--- src/rtl/sm2201_pkg.sv ---
// sm2201_pkg: shared types and constants for the SM2201 ISA read path.
//   rd_state_t     read-path FSM states
//   ABORT_WORD_DEF snapshot value loaded when a CAMAC read is abandoned
//   BYTE_W, LANE_* byte-lane width and SN74LS257 select encodings
package sm2201_pkg;

    typedef enum logic [1:0] {
        IDLE   = 2'd0,
        REQ    = 2'd1,
        DRV_LO = 2'd2,
        DRV_HI = 2'd3
    } rd_state_t;

    localparam logic [15:0] ABORT_WORD_DEF = 16'hFFFF;
    localparam int          BYTE_W         = 8;
    localparam logic        LANE_LO        = 1'b0;
    localparam logic        LANE_HI        = 1'b1;

endpackage

--- src/rtl/sm2201_sync_bit.sv ---
// sm2201_sync_bit: STAGES-deep flop synchronizer for one async level, resets to 1.
//   clk, rst_n  clock, asynchronous active-low reset
//   d           asynchronous input
//   q           synchronized output
module sm2201_sync_bit #(
    parameter int STAGES = 2
) (
    input  logic clk,
    input  logic rst_n,
    input  logic d,
    output logic q
);

    logic [STAGES-1:0] chain;

    always_ff @(posedge clk or negedge rst_n) begin
        if (!rst_n)
            chain <= '1;
        else
            chain <= {chain[STAGES-2:0], d};
    end

    assign q = chain[STAGES-1];

endmodule

--- src/rtl/sm2201_rd_mux_ctrl.sv ---
// sm2201_rd_mux_ctrl: ISA-side read sequencer for the SM2201 ISA-CAMAC interface.
//   Owns the 16-bit read snapshot feeding the two SN74LS257 byte muxes and drives
//   their select/output-enable. A low-byte read fetches a fresh CAMAC word while
//   holding iochrdy low; a high-byte read returns the same snapshot.
//   Optional macro SM2201_RD_TIMEOUT_EN: abort a CAMAC fetch after TIMEOUT_CYCLES,
//   load ABORT_WORD and raise sticky rd_timeout (cleared by the next good ack).
// Ports:
//   clk, rst_n               clock, asynchronous active-low reset
//   ior_n                    async ISA IOR strobe, active low
//   addr_hit, addr_a0        read-port decode and byte select (stable while ior_n low)
//   camac_req/ack/data       CAMAC word fetch handshake
//   iochrdy                  ISA ready, 0 inserts wait states
//   mux_a, mux_b             snapshot low/high byte to the mux inputs
//   mux_sel, mux_oe_n        mux select (0 = a) and out_control (1 = Z)
//   rd_timeout               sticky abort flag
module sm2201_rd_mux_ctrl
    import sm2201_pkg::*;
#(
    parameter int          SYNC_STAGES    = 2,
    parameter int          TIMEOUT_CYCLES = 255,
    parameter logic [15:0] ABORT_WORD     = ABORT_WORD_DEF
) (
    input  logic        clk,
    input  logic        rst_n,
    input  logic        ior_n,
    input  logic        addr_hit,
    input  logic        addr_a0,
    output logic        camac_req,
    input  logic        camac_ack,
    input  logic [15:0] camac_data,
    output logic        iochrdy,
    output logic [7:0]  mux_a,
    output logic [7:0]  mux_b,
    output logic        mux_sel,
    output logic        mux_oe_n,
    output logic        rd_timeout
);

    rd_state_t   state;
    logic [15:0] snapshot;
    logic        ior_s;
    logic        armed;
    logic        rd_lo;
    logic        rd_hi;
    logic        timeout_hit;

    sm2201_sync_bit #(.STAGES(SYNC_STAGES)) u_ior_sync (
        .clk   (clk),
        .rst_n (rst_n),
        .d     (ior_n),
        .q     (ior_s)
    );

    assign rd_lo = !ior_s && addr_hit && !addr_a0;
    assign rd_hi = !ior_s && addr_hit &&  addr_a0;

    assign mux_a = snapshot[BYTE_W-1:0];
    assign mux_b = snapshot[2*BYTE_W-1:BYTE_W];

`ifdef SM2201_RD_TIMEOUT_EN
    localparam int CW = $clog2(TIMEOUT_CYCLES + 1);

    logic [CW-1:0] cnt;
    logic          timeout_q;

    // An ack arriving on the final cycle wins over the abort.
    assign timeout_hit = (state == REQ) && !camac_ack && (cnt == CW'(TIMEOUT_CYCLES - 1));
    assign rd_timeout  = timeout_q;

    always_ff @(posedge clk or negedge rst_n) begin
        if (!rst_n) begin
            cnt       <= '0;
            timeout_q <= 1'b0;
        end else begin
            cnt <= (state == REQ) ? cnt + 1'b1 : '0;
            if (state == REQ && camac_ack)
                timeout_q <= 1'b0;
            else if (timeout_hit)
                timeout_q <= 1'b1;
        end
    end
`else
    assign timeout_hit = 1'b0;
    assign rd_timeout  = 1'b0;
`endif

    // armed records that ior_s was high during the previous IDLE cycle, so a
    // strobe still held low after a drive phase is not taken twice.
    always_ff @(posedge clk or negedge rst_n) begin
        if (!rst_n) begin
            state     <= IDLE;
            armed     <= 1'b0;
            camac_req <= 1'b0;
            iochrdy   <= 1'b1;
            mux_oe_n  <= 1'b1;
            mux_sel   <= LANE_LO;
            snapshot  <= '0;
        end else begin
            armed <= (state == IDLE) && ior_s;
            case (state)
                IDLE: begin
                    if (armed && rd_lo) begin
                        camac_req <= 1'b1;
                        iochrdy   <= 1'b0;
                        state     <= REQ;
                    end else if (armed && rd_hi) begin
                        mux_sel <= LANE_HI;
                        state   <= DRV_HI;
                    end
                end
                REQ: begin
                    if (camac_ack || timeout_hit) begin
                        snapshot  <= camac_ack ? camac_data : ABORT_WORD;
                        camac_req <= 1'b0;
                        iochrdy   <= 1'b1;
                        mux_sel   <= LANE_LO;
                        // Strobe already gone: keep the word but do not drive the bus.
                        state     <= ior_s ? IDLE : DRV_LO;
                    end
                end
                DRV_LO, DRV_HI: begin
                    if (ior_s) begin
                        mux_oe_n <= 1'b1;
                        state    <= IDLE;
                    end else begin
                        mux_oe_n <= 1'b0;
                    end
                end
                default: state <= IDLE;
            endcase
        end
    end

endmodule

--- config.mk ---
export PLATFORM = sky130hd
export DESIGN_NAME = sm2201_rd_mux_ctrl
export DESIGN_NICKNAME = d
export VERILOG_FILES = /design/src/rtl/sm2201_pkg.sv /design/src/rtl/sm2201_sync_bit.sv /design/src/rtl/sm2201_rd_mux_ctrl.sv
export SDC_FILE = /design/constraint.sdc
export NUM_CORES = 1
export LEC_CHECK = 0
export ABC_CLOCK_PERIOD_IN_PS = 1600
export CAP_MARGIN = 20
export CORE_MARGIN = 5
export CORE_UTILIZATION = 41
export DETAILED_ROUTE_END_ITERATION = 12
export PLACE_DENSITY = 0.76
export SYNTH_ARGS = -nofsm -noshare
export SYNTH_HDL_FRONTEND = slang
export SYNTH_HIERARCHICAL = 1
export SYNTH_SLANG_ARGS = --single-unit
export TNS_END_PERCENT = 30
--- constraint.sdc ---
create_clock -name clk -period 1.6 [get_ports clk]
set_input_delay 0.16 -clock clk [delete_from_list [all_inputs] [get_ports clk]]
set_output_delay 0.16 -clock clk [all_outputs]
set_load 0.01 [all_outputs]
==> metrics.md, run 1 <==
| Metric | Value |
|---|---|
| Status | `completed` |
| Syn Area/Cell | `about 16 um2` |
| Share of cells above drive strength 1 | `a little over a quarter` |
| Fin Setup TNS | `0 ns` |
| Final Critical Period | `approximately 1.5 ns` |
| Post-CTS Setup Bufs | `0` |
| Number of antenna violations at the first check in global routing | `0` |
| Worst-Skew Late Latency | `between 0.3 and 0.4 ns` |
| CP delay by family, top | `flip-flops` |
| Global route total overflow | `0` |
| Combinational Power Share | `44.7%` |
| CP endpoint kind | `output port` |
| GPL Wtd Cong | `between 0.8 and 0.9` |
| Sw frac | `around 28%` |
| Die height | `between 50 and 60 um` |
| Final Non-Filler Cells | `about 130` |
| Row cnt | `17` |
| Flop2flop setup slack | `0.31 ns` |
| Synth area leaders | `dfrtp_1 53%, mux2_2 11%, dfstp_2 11%, mux2_4 11%, a32o_1 2.0%` |
| Max-cap violations | `0` |
| Reg2Reg Depth | `3` |
| Wirelength, routed | `1.97 mm` |
| Clk root buf | `clkbuf_4` |
| Starting Density | `a little over two fifths` |
| WHS | `between 0.15 and 0.2 ns` |
| Final Hold Viols | `0` |
| Hold_buf cts | `0` |
| RSZ-0062 raised after global routing | `false` |
| Clk slew on worst S/H paths | `~0.13 ns` |
| Nets | `approximately 130` |
| CP peak stage delay | `between 0.5 and 0.6 ns` |
| Quantity of gates resized following cts | `0` |
| Pin count of the biggest net entering global routing | `26` |
| Post-synthesis sequential area ratio | `between 60% and 70%` |
| Fin. max-slew vios | `0` |
| Die extent in x | `slightly below 60 um` |
| Critical path, cell by cell | `clkdlybuf4s50_1` |
| Fmax | `~650 MHz` |
| Die Area | `~3500 um2` |
| CTS tree | `yes` |
| Reg2reg start | `state[1]` |
| Area share of the leading cell type in the synthesized netlist | `a little over half` |
| Worst Skew | `about 0.012 ns` |
| Wire per inst | `14.7 um` |
| Via count | `approximately 650` |
| Worst IR Drop VDD | `0.967 mV` |
| WP data required | `~1.4 ns` |
| Crit path buf inv count | `1` |
| Hold Path Class | `primary input to asynchronous set/reset pin` |
| Area grow syn2layout | `45.6%` |
| Clock buffer count from CTS | `3` |
| Synth unique cells | `21` |
| Synth warn | `6` |
| # diodes | `0` |
| Final worst path period share | `96.7%` |
| Final core occ | `a little under two thirds` |
| Power Density | `between 1500 and 2000 nW/um2` |
| Crit path DAT | `between 1 and 1.5 ns` |
| Clock tree sinks | `25` |
| Commonest cells after routing, fill and taps aside | `41 x clkdlybuf4s50_1, 21 x dfrtp_1, 10 x mux2_2` |
| Syn Inst Count | `61` |
| Flop and latch count out of synthesis | `25` |
| Cell leakage power | `0.000634 uW` |
| Crit Reg-Reg Endpoint | `snapshot[5]` |
| NetSw | `about 670 uW` |
| First-pass GRT wire length | `around 3.3 mm` |
| Yosys top cell by area | `dfrtp_1` |
| DR vias/cell | `4.84` |
| DR DRC count | `0` |
| Synthesized Nets | `just over 80` |
| Drt pass-1 iters | `3` |
| Mapped Area | `approximately 1000 um2` |
| Pint | `~1700 uW` |
| Sequential power share | `roughly 44%` |
| Port Buffer Count | `just over 40` |
| CTS max path bufs | `2` |
| Drt initial violations | `5` |
| Final setup viols | `0` |
| Crit-path max FO | `2` |
| Most common cell after layout, fill and taps aside | `clkdlybuf4s50_1` |
| GRT Total Usage | `around an eighth` |
| Crit start category | `flip-flop` |
| IO Count | `43` |
| H-tree depth | `1` |
| Detailed placement HPWL | `~1.5 mm` |
| Antenna Violating Nets Remaining | `0` |
| Share of total power in the clock network | `11.2%` |
| Vias in the first global route | `roughly 740` |
| Critical path class | `flip-flop to output port` |
| Dpl cells | `130` |
| Slowest CP cell | `dfstp_2` |
| Core ar. | `about 2300 um2` |
-- kinds of logic (layout without fill, tap and decap cells) --
| group | count (synthesis) | in the layout | synth area share [%] |
|---|---|---|---|
| other | 1 | 1 | 0.376 |
| muxes | 18 | 18 | 22.8 |
| and+or+nand+nor | 7 | 7 | 4.51 |
| DFF | 25 | 25 | 63.2 |
| AOI/OAI and AO/OA | 6 | 6 | 4.89 |
| buffers and inverters | 4 | 49 | 4.26 |
-- registers in the layout, summed over array words and instances (netlist names) --
name,cells
camac_req,1
iochrdy,1
mux_sel,1
mux_oe_n,1
armed,1
state,2
u_ior_sync/chain,2
snapshot,16
-- through the flow --
step / power, uW / setup WS [ns] / cell area [um2]
after floorplan: 1530 / 0.327 / 998
after global placement: 2140 / 0.204 / 1430
after detailed placement: 2170 / 0.193 / 1430
after CTS: 2450 / 0.0419 / 1450
after global routing: 2570 / 0.00235 / 1450
final: 2410 / 0.0534 / 1450
-- power by group through the flow --
| stage | registers, uW | logic (uW) | clock network (uW) |
|---|---|---|---|
| global placement | 1060 | 1080 | 0 |
| floorplan | 1190 | 340 | 0 |
| detailed placement | 1080 | 1090 | 0 |
| CTS | 1070 | 1100 | 283 |
| finish | 1060 | 1080 | 269 |
| global route | 1100 | 1160 | 310 |
-- routing by layer --
layer | GRT usage (%) | wire, um | up-vias
met1 | 14.6 | 773 | 314
met5 | 0 | 0 | -
li1 | - | - | 301
met3 | 6.10 | 266 | 2
met4 | 5.83 | 8 | 0
met2 | 19.0 | 924 | 32
-- worst max-delay path by stage --
| stage | slack (ns) | startpoint | endpoint | cells past startpoint |
|---|---|---|---|---|
| 2_1_floorplan | 0.33 | state[1] | snapshot[0] | 4 |
| 4_1_cts | 0.04 | iochrdy | iochrdy | 1 |
| 5_1_grt | 0.002 | iochrdy | iochrdy | 1 |
| 3_5_place_dp | 0.19 | camac_ack | snapshot[5] | 4 |
| 6_report | 0.05 | iochrdy | iochrdy | 1 |
| 3_3_place_gp | 0.20 | camac_ack | snapshot[4] | 4 |
-- area by class of cell --
type / count / area (um2)
clock buffer: 4 / 26.3
fill: 198 / 822
inverter: 1 / 3.75
multi-input combinational: 32 / 325
sequential: 25 / 631
tap: 28 / 35.0
timing repair buffer: 44 / 433
-- Yosys cell counts (all sizes together) --
cell type,n
conb,1
and2,1
nand3b,1
a21oi,1
buf,3
o22ai,1
nor2b,2
nor2,1
mux2,17
a32oi,1
or2,1
o2bb2ai,1
inv,1
dfstp,4
mux2i,1
a32o,2
nand4b,1
dfrtp,21
(Power assumes the default switching activity.)
==> inputs of run 2 (changes only) <==
--- a/config.mk
+++ b/config.mk
@@ -7,7 +7,7 @@
 export LEC_CHECK = 0
 export ABC_CLOCK_PERIOD_IN_PS = 1600
 export CAP_MARGIN = 20
-export CORE_MARGIN = 5
+export CORE_MARGIN = 2
 export CORE_UTILIZATION = 41
 export DETAILED_ROUTE_END_ITERATION = 12
 export PLACE_DENSITY = 0.76
==> run 2 against run 1 <==
  * Fmax fell by 0.14%
  * Combinational power is essentially flat
  * Flip-flop and latch count did not move
  * Critical path depth unchanged
  * Sequential power is essentially flat
  * Core utilization up 0.66 points
  * Clock skew down 0.0070 ns
  * Register-to-register slack about the same
  * Worst setup slack got worse by 0.0022 ns
==> metrics.md, run 2 (same netlist as run 1, synthesis figures left out) <==
| Metric | Value |
|---|---|
| Wire per inst | `roughly 13 um` |
| Die height | `around 53 um` |
| Starting Density | `44.3%` |
| Most common cell after layout, fill and taps aside | `clkdlybuf4s50_1` |
| Final Hold Viols | `0` |
| Area grow syn2layout | `45.7%` |
| Fmax | `646 MHz` |
| Largest register by flop count | `snapshot` |
| Core ar. | `approximately 2300 um2` |
| Via count | `between 600 and 700` |
| RSZ-0062 raised after global routing | `false` |
| Clk root buf | `clkbuf_4` |
| Combinational Power Share | `approximately 45%` |
| Port Buffer Count | `slightly above 40` |
| Clock tree sinks | `25` |
| Sw frac | `27.4%` |
| Drt initial violations | `2` |
| CP endpoint kind | `output port` |
| Clk slew on worst S/H paths | `0.13 ns` |
| Antenna Violating Nets Remaining | `0` |
| CP peak stage delay | `~0.55 ns` |
| GRT Total Usage | `13.7%` |
| Reg2Reg Depth | `3` |
| Die Area | `roughly 2800 um2` |
| Quantity of gates resized following cts | `0` |
| Final core occ | `between 60 and 70%` |
| WP data required | `~1.4 ns` |
| Critical path depth | `1` |
| Power Density | `roughly 1600 nW/um2` |
| Post-DP Area | `1430 um2` |
| Filler cell count | `between 150 and 200` |
| Vias in the first global route | `slightly below 700` |
| Pin count of the biggest net entering global routing | `26` |
| Nets | `around 130` |
| Max FFs per register | `16` |
| Max-cap violations | `0` |
| Final setup viols | `0` |
| Pint | `between 1500 and 2000 uW` |
| CTS max path bufs | `2` |
| Share of cells above drive strength 1 | `27.4%` |
| Fin. max-slew vios | `0` |
| Crit-path max FO | `2` |
| Dpl cells | `130` |
| Number of antenna violations at the first check in global routing | `0` |
| Status | `completed` |
| Hold Path Class | `primary input to asynchronous set/reset pin` |
| Wirelength, routed | `between 1.5 and 2 mm` |
| # diodes | `0` |
| Commonest cells after routing, fill and taps aside | `41 x clkdlybuf4s50_1, 21 x dfrtp_1, 10 x mux2_2` |
| Worst Skew | `about 0.0046 ns` |
| GPL Wtd Cong | `~0.75` |
| Crit start category | `flip-flop` |
| Drt pass-1 iters | `2` |
| Hold_buf cts | `0` |
| Worst-Skew Late Latency | `~0.3 ns` |
| DR DRC count | `0` |
| CP delay by family, top | `flip-flops` |
| Share of total power in the clock network | `between 10% and 20%` |
| DR vias/cell | `roughly 4.8` |
| Largest regs | `snapshot: 16 flops, state: 2 flops, u_ior_sync/chain: 2 flops` |
| Crit path DAT | `1.39 ns` |
| Post-CTS Setup Bufs | `0` |
| Crit path buf inv count | `1` |
| Global route total overflow | `0` |
| Critical path class | `flip-flop to output port` |
| Fin Setup TNS | `0 ns` |
| Post-route cell area | `between 1000 and 1500 um2` |
| Clock buffer count from CTS | `3` |
| Die extent in x | `roughly 53 um` |
| Detailed placement HPWL | `about 1.3 mm` |
| H-tree depth | `1` |
| Sequential power share | `between 40% and 50%` |
| Final Critical Period | `roughly 1.5 ns` |
| NetSw | `roughly 650 uW` |
| CTS tree | `yes` |
| Slowest CP cell | `dfstp_2` |
| First-pass GRT wire length | `2.86 mm` |
| Final Non-Filler Cells | `134` |
| IO Count | `43` |
| Final worst path period share | `between 90% and 100%` |
| Worst IR Drop VDD | `around 0.9 mV` |
| Row cnt | `17` |
| Critical path, cell by cell | `clkdlybuf4s50_1` |
| Cell leakage power | `around 0.00064 uW` |
==> run 2: changes by cell type in the layout (fill, tap and decap cells not counted), sizes merged <==
cell,change
clkinv,+1
clkbuf,-1
==> run 2: final cells by class <==
cell class / instances / area (um2) / share of cell area [%]
clock buffer: 3 / 22.5 / 1.55
clock inverter: 1 / 5.00 / 0.344
inverter: 1 / 3.75 / 0.258
multi-input combinational: 32 / 325 / 22.4
sequential: 25 / 631 / 43.3
tap: 28 / 35.0 / 2.41
timing repair buffer: 44 / 433 / 29.8
==> run 2: path summary, 6_finish.rpt <==
check | startpoint | end | slack [ns]
min in group clk | ior_n | u_ior_sync/chain[0] | 0.24
setup reg to reg | state[1] | snapshot[9] | 0.30
max in group asynchronous | rst_n | iochrdy | 1.12
hold reg to reg | u_ior_sync/chain[0] | u_ior_sync/chain[1] | 0.37
setup / recovery | iochrdy | iochrdy | 0.05
hold / removal | rst_n | snapshot[15] | 0.19
==> run 2: routing by layer <==
metal,part of all wire (%),vias to the layer above,global-route usage (%)
met5,0,-,0
met4,0,0,2.56
met3,9.4,0,4.52
met2,46,27,24.1
met1,44,315,16.2
li1,-,304,-
==> run 2: per-stage QoR <==
step,setup slack [ns],power (uW),hold slack [ns]
final,0.0512,2390,0.194
after global routing,0.00357,2550,0.215
after CTS,0.0405,2420,0.206
after detailed placement,0.179,2150,0.351
after global placement,0.196,2130,0.346
after floorplan,0.327,1530,-0.136
==> run 2: power by group through the flow <==
stage | registers (uW) | logic (uW) | clock network [uW]
after CTS | 1060 | 1080 | 278
final | 1060 | 1070 | 267
after detailed placement | 1070 | 1080 | 0
after global placement | 1070 | 1070 | 0
after floorplan | 1190 | 340 | 0
after global routing | 1100 | 1150 | 300
